File: src/rtl/pwls_cmd_bridge.sv
// ============================================================================
// Module   : pwls_cmd_bridge
// Brief    : Ready/valid command stream to PWL peripheral register protocol
//            bridge, with read responses, burst auto-increment and an optional
//            read timeout enabled by `define PWLS_CMD_BRIDGE_TIMEOUT_EN.
// Revision : 1.0 - initial release
// ============================================================================
`default_nettype none

module pwls_cmd_bridge #(
    parameter int DATA_BITS      = 13,
    parameter int ADDR_BITS      = 6,
    parameter int REG_SHIFT      = 3,
    parameter int ADDR_STEP      = 1,
    parameter int TIMEOUT_CYCLES = 15
) (
    input  logic                           clk,
    input  logic                           reset,
    input  logic                           cmd_valid,
    output logic                           cmd_ready,
    input  logic [2:0]                     cmd,
    input  logic [DATA_BITS-1:0]           cmd_data,
    output logic [ADDR_BITS-1:0]           address,
    output logic [DATA_BITS+REG_SHIFT-1:0] data_in,
    output logic [1:0]                     data_write_n,
    output logic [1:0]                     data_read_n,
    input  logic [DATA_BITS+REG_SHIFT-1:0] data_out,
    input  logic                           data_ready,
    output logic                           rsp_valid,
    output logic [DATA_BITS-1:0]           rsp_data,
    output logic                           rsp_err
);

    localparam int c_DW = DATA_BITS + REG_SHIFT;

    localparam logic [1:0] c_IDLE  = 2'd0;
    localparam logic [1:0] c_WSTB  = 2'd1;
    localparam logic [1:0] c_RWAIT = 2'd2;

    localparam logic [2:0] c_CMD_SET_ADDR       = 3'd1;
    localparam logic [2:0] c_CMD_SET_DATA       = 3'd2;
    localparam logic [2:0] c_CMD_WRITE          = 3'd3;
    localparam logic [2:0] c_CMD_READ           = 3'd4;
    localparam logic [2:0] c_CMD_WRITE_INC      = 3'd5;
    localparam logic [2:0] c_CMD_READ_INC       = 3'd6;
    localparam logic [2:0] c_CMD_DATA_WRITE_INC = 3'd7;

    localparam logic [ADDR_BITS-1:0] c_ADDR_STEP = ADDR_BITS'(ADDR_STEP);

    logic [1:0]           r_state;
    logic                 r_cmd_ready;
    logic                 r_inc;
    logic [ADDR_BITS-1:0] r_address;
    logic [DATA_BITS-1:0] r_data_reg;
    logic [1:0]           r_write_n;
    logic [1:0]           r_read_n;
    logic                 r_rsp_valid;
    logic [DATA_BITS-1:0] r_rsp_data;

    logic w_accept;
    logic w_rd_done;
    logic w_rd_timeout;

    assign w_accept  = cmd_valid && r_cmd_ready;
    assign w_rd_done = (r_state == c_RWAIT) && data_ready;

`ifdef PWLS_CMD_BRIDGE_TIMEOUT_EN
    localparam int c_TO_W = (TIMEOUT_CYCLES > 1) ? $clog2(TIMEOUT_CYCLES) : 1;
    localparam logic [c_TO_W-1:0] c_TO_LAST = c_TO_W'(TIMEOUT_CYCLES - 1);

    logic [c_TO_W-1:0] r_to_cnt;
    logic              r_rsp_err;

    // data_ready on the last allowed cycle takes priority over the timeout
    assign w_rd_timeout = (r_state == c_RWAIT) && !data_ready && (r_to_cnt == c_TO_LAST);

    always_ff @(posedge clk or posedge reset) begin
        if (reset) begin
            r_to_cnt  <= '0;
            r_rsp_err <= 1'b0;
        end else begin
            r_rsp_err <= w_rd_timeout;
            if (r_state != c_RWAIT)
                r_to_cnt <= '0;
            else if (!data_ready && !w_rd_timeout)
                r_to_cnt <= r_to_cnt + 1'b1;
        end
    end

    assign rsp_err = r_rsp_err;
`else
    localparam int c_unused_timeout_cycles = TIMEOUT_CYCLES;

    assign w_rd_timeout = 1'b0;
    assign rsp_err      = 1'b0;
`endif

    always_ff @(posedge clk or posedge reset) begin
        if (reset) begin
            r_state     <= c_IDLE;
            r_cmd_ready <= 1'b1;
            r_inc       <= 1'b0;
            r_address   <= '0;
            r_data_reg  <= '0;
            r_write_n   <= 2'b11;
            r_read_n    <= 2'b11;
            r_rsp_valid <= 1'b0;
            r_rsp_data  <= '0;
        end else begin
            r_rsp_valid <= 1'b0;
            case (r_state)
                c_IDLE: begin
                    if (w_accept) begin
                        case (cmd)
                            c_CMD_SET_ADDR: r_address  <= cmd_data[ADDR_BITS-1:0];
                            c_CMD_SET_DATA: r_data_reg <= cmd_data;
                            c_CMD_WRITE, c_CMD_WRITE_INC, c_CMD_DATA_WRITE_INC: begin
                                if (cmd == c_CMD_DATA_WRITE_INC)
                                    r_data_reg <= cmd_data;
                                r_inc       <= (cmd != c_CMD_WRITE);
                                r_state     <= c_WSTB;
                                r_write_n   <= 2'b10;
                                r_cmd_ready <= 1'b0;
                            end
                            c_CMD_READ, c_CMD_READ_INC: begin
                                r_inc       <= (cmd == c_CMD_READ_INC);
                                r_state     <= c_RWAIT;
                                r_read_n    <= 2'b10;
                                r_cmd_ready <= 1'b0;
                            end
                            default: ;
                        endcase
                    end
                end
                c_WSTB: begin
                    r_state     <= c_IDLE;
                    r_write_n   <= 2'b11;
                    r_cmd_ready <= 1'b1;
                    if (r_inc)
                        r_address <= r_address + c_ADDR_STEP;
                end
                c_RWAIT: begin
                    if (w_rd_done || w_rd_timeout) begin
                        r_state     <= c_IDLE;
                        r_read_n    <= 2'b11;
                        r_cmd_ready <= 1'b1;
                        r_rsp_valid <= 1'b1;
                        r_rsp_data  <= w_rd_done ? data_out[c_DW-1:REG_SHIFT] : '1;
                        if (r_inc)
                            r_address <= r_address + c_ADDR_STEP;
                    end
                end
                default: begin
                    r_state     <= c_IDLE;
                    r_write_n   <= 2'b11;
                    r_read_n    <= 2'b11;
                    r_cmd_ready <= 1'b1;
                end
            endcase
        end
    end

    // Low data_out bits sit below the register shift and carry no payload
    generate
        if (REG_SHIFT > 0) begin : g_low_bits
            logic w_unused_low;
            assign w_unused_low = ^data_out[REG_SHIFT-1:0];
        end
    endgenerate

    assign cmd_ready    = r_cmd_ready;
    assign address      = r_address;
    assign data_in      = c_DW'(r_data_reg) << REG_SHIFT;
    assign data_write_n = r_write_n;
    assign data_read_n  = r_read_n;
    assign rsp_valid    = r_rsp_valid;
    assign rsp_data     = r_rsp_data;

endmodule

`default_nettype wire

File: config.mk
export PLATFORM = sky130hd
export DESIGN_NAME = pwls_cmd_bridge
export DESIGN_NICKNAME = d
export VERILOG_FILES = /design/src/rtl/pwls_cmd_bridge.sv
export SDC_FILE = /design/constraint.sdc
export NUM_CORES = 1
export LEC_CHECK = 0
export CORE_ASPECT_RATIO = 0.8
export CORE_MARGIN = 10
export CORE_UTILIZATION = 35
export CTS_CLUSTER_DIAMETER = 50
export DETAILED_ROUTE_END_ITERATION = 7
export DONT_BUFFER_PORTS = 1
export MAX_ROUTING_LAYER = met4
export PLACE_DENSITY_LB_ADDON = 0.05
export SLEW_MARGIN = 0
export SYNTH_ARGS = -nofsm -noshare
export SYNTH_HDL_FRONTEND = slang
export SYNTH_SLANG_ARGS = --single-unit
export TNS_END_PERCENT = 1
File: constraint.sdc
create_clock -name clk -period 2.4 [get_ports clk]
set_input_delay 0.6 -clock clk [delete_from_list [all_inputs] [get_ports clk]]
set_output_delay 0.6 -clock clk [all_outputs]
set_load 0.02 [all_outputs]
==> results.cfg <==
[pwr]
finalPower_mw = 3.15
power.density_mw_per_mm2 = 1580
p_int_mw = 1.84
p_sw_share_pct = 41.7
worst_ir_drop_vdd_uv = 499
netSwitchingPower_mw = 1.31
p_clk_share_pct = 20.1
seqPwrFrac_pct = 51.3
p_leak_nw = 0.878
p_comb_share_pct = 28.6

[finish]
n_fill_cell = 484
diodes = 0
fin_nets = 195
final_common_cell = dfrtp_1
layout-drive-gt1-share_pct = 26.5
multi_input_area_um2 = 753
synthToLayoutAreaGrowth_pct = 9.49
final_cell_mix = dfrtp_1 (36), mux2_2 (26), a21oi_1 (9)
seq_area_um2 = 980

[timing]
period_needed_ps = 2050
finalSetupViolations = 0
timing.fmax_mhz = 487
skew_ps = 7.94
hold_slack_ps = 313
drv_slew = 0
max_slew.worst_pin.slew_ps = 550
post-route-period-util_pct = 85.6
fin_tns_setup_ps = 0
grt_setup_unrepaired = false
hold_violations = 0
fin_ws_ps = 346
maxSlewHeadroom_pct = 63.3

[logic_synthesis]
synth_seq_cells = 39
synth_ff_type = dfrtp_1
synthesis.area_mm2 = 0.00182
async_reset_ff_share_pct = 100
synth_warnings = 0
synth-edff-count = 0
yosysSeqAreaShare_pct = 53.9
yosys.cell_types.count = 34
synth_cells = 153
avgSynthCellArea_um2 = 11.9

[clock_network]
htree_levels = 2
cts.path.max_buffers = 2
worstSkewPairLatency_ps = 280
cts_root_buffer = clkbuf_8
cts_hold_buf = 0
post_cts_buffers = 0
cts-resized-gates = 0
cts_sinks = 39
cts_tree = done
cts_made_buffers = 5
cts.clk_slew.worst_paths_ps = 70

[global_route]
grt-ovfl-total = 0
grt_pass1_wl_mm = 6.64
antenna_found_initial = 0
grt_pass1_vias = 1274
grtUsageTotal_pct = 10.0
grt_max_degree = 40

[drt]
drtPass1Iterations = 4
drt-initial-drc-count = 37
wl_per_cell_um = 19.5
drcViolationCount = 0
wirelength_mm = 4.22
via_count = 1142
viasPerCell = 5.26
final_antenna_net_count = 0

[floorplanning]
initial_core_util_pct = 36.3
row_count = 23
core-area_mm2 = 0.00501
die_area_mm2 = 0.00850
die_h_um = 84.5
io_pins = 78
die_w_um = 101

[critical_path]
crit_fanout = 13
cp.required_ps = 2560
worst-setup-path-type = register to register
arrival_ps = 2220
worstSetupEndpointType = register
cp-start-kind = register

[placement]
routabilityCongestion = 0.784
post-place-ws_ps = 344
port_buffers = 0
dp_hpwl_mm = 3.28

[worst_hold_path]
hp-class = input port to asynchronous set/reset pin

[run_status]
outcome = completed

[job]
drv_cap = 0
==> through the flow <==
stage / utilization (%) / instance area (um2) / instances
global placement: 37.1 / 1860 / 209
floorplan: - / 1830 / 157
CTS: 39.8 / 1990 / 217
global route: 39.8 / 1990 / 217
detailed placement: 37.1 / 1860 / 209
finish: 39.8 / 1990 / 217
==> layout make-up <==
class / count / area share (%)
Sequential cell: 39 / 49.2
Multi-Input combinational cell: 98 / 37.8
Tap cell: 62 / 3.89
Clock buffer: 6 / 3.64
Clock inverter: 2 / 3.02
Inverter: 7 / 1.32
Timing Repair Buffer: 3 / 1.13
==> cell families (layout without fill, tap and decap cells) <==
kind of cell    after synthesis  count (layout)  synth area share (%)
other cells                   2               6                 0.413
fa+ha+maj                     5               5                  3.44
compound gates               33              33                  11.7
flops                        39              39                  53.9
simple gates                 26              26                  7.91
mux                          27              27                  16.6
xor+xnor                      1               1                 0.482
buf+inv                      20              18                  5.57
==> worst max-delay path, stage by stage, from the launching register on <==
cell and delay [ps]:
dfrtp_1 420, inv_1 110, ha_1 380, and3_1 280
and3_1 170, buf_4 210, mux2_2 360
==> layer usage <==
metal / part of all wire [%] / track usage, % / vias up
met1: 39 / 10.8 / 563
met5: 0 / - / -
li1: - / - / 534
met2: 51 / 16.1 / 43
met3: 10 / 4.59 / 2
met4: 0.43 / 2.95 / 0
==> worst paths after layout <==
path	to	slack (ps)	startpoint	cells past startpoint
hold / removal	rsp_data[0]$_DFFE_PP0P_	310	reset	2
setup / recovery	r_data_reg[8]$_DFFE_PP0P_	350	r_state[0]$_DFFE_PP0P_	6
setup reg to reg	r_data_reg[8]$_DFFE_PP0P_	350	r_state[0]$_DFFE_PP0P_	6
min in group clk	r_inc$_DFFE_PP0P_	460	cmd[2]	2
max in group asynchronous	data_read_n[0]$_DFFE_PP1P_	1720	reset	2
hold reg to reg	data_read_n[0]$_DFFE_PP1P_	530	data_read_n[0]$_DFFE_PP1P_	2
==> power groups by stage <==
stage          combinational [mW]  clock (mW)  sequential (mW)
3_5_place_dp                0.911           0             1.64
4_1_cts                     0.908       0.660             1.63
5_1_grt                      1.02       0.697             1.67
6_report                    0.902       0.632             1.61
2_1_floorplan               0.759           0             1.53
3_3_place_gp                0.878           0             1.64
==> synthesized netlist by cell type (2+ instances only) <==
master / n / area, um2
a31oi_1: 3 / 18.8
nor2b_1: 3 / 18.8
nand2b_1: 3 / 18.8
o31ai_1: 2 / 15.0
buf_4: 6 / 45.0
inv_1: 7 / 26.3
nand3_1: 5 / 25.0
mux2_2: 26 / 293
clkbuf_1: 3 / 11.3
a21oi_1: 9 / 45.0
nand2_1: 5 / 18.8
o21ai_0: 8 / 40.0
conb_1: 2 / 7.51
ha_1: 5 / 62.6
o22ai_1: 4 / 25.0
dfstp_2: 3 / 78.8
and3_1: 4 / 25.0
nor2_1: 2 / 7.51
buf_2: 3 / 15.0
dfrtp_1: 36 / 901
No activity file was read; power rests on OpenSTA's default activity.
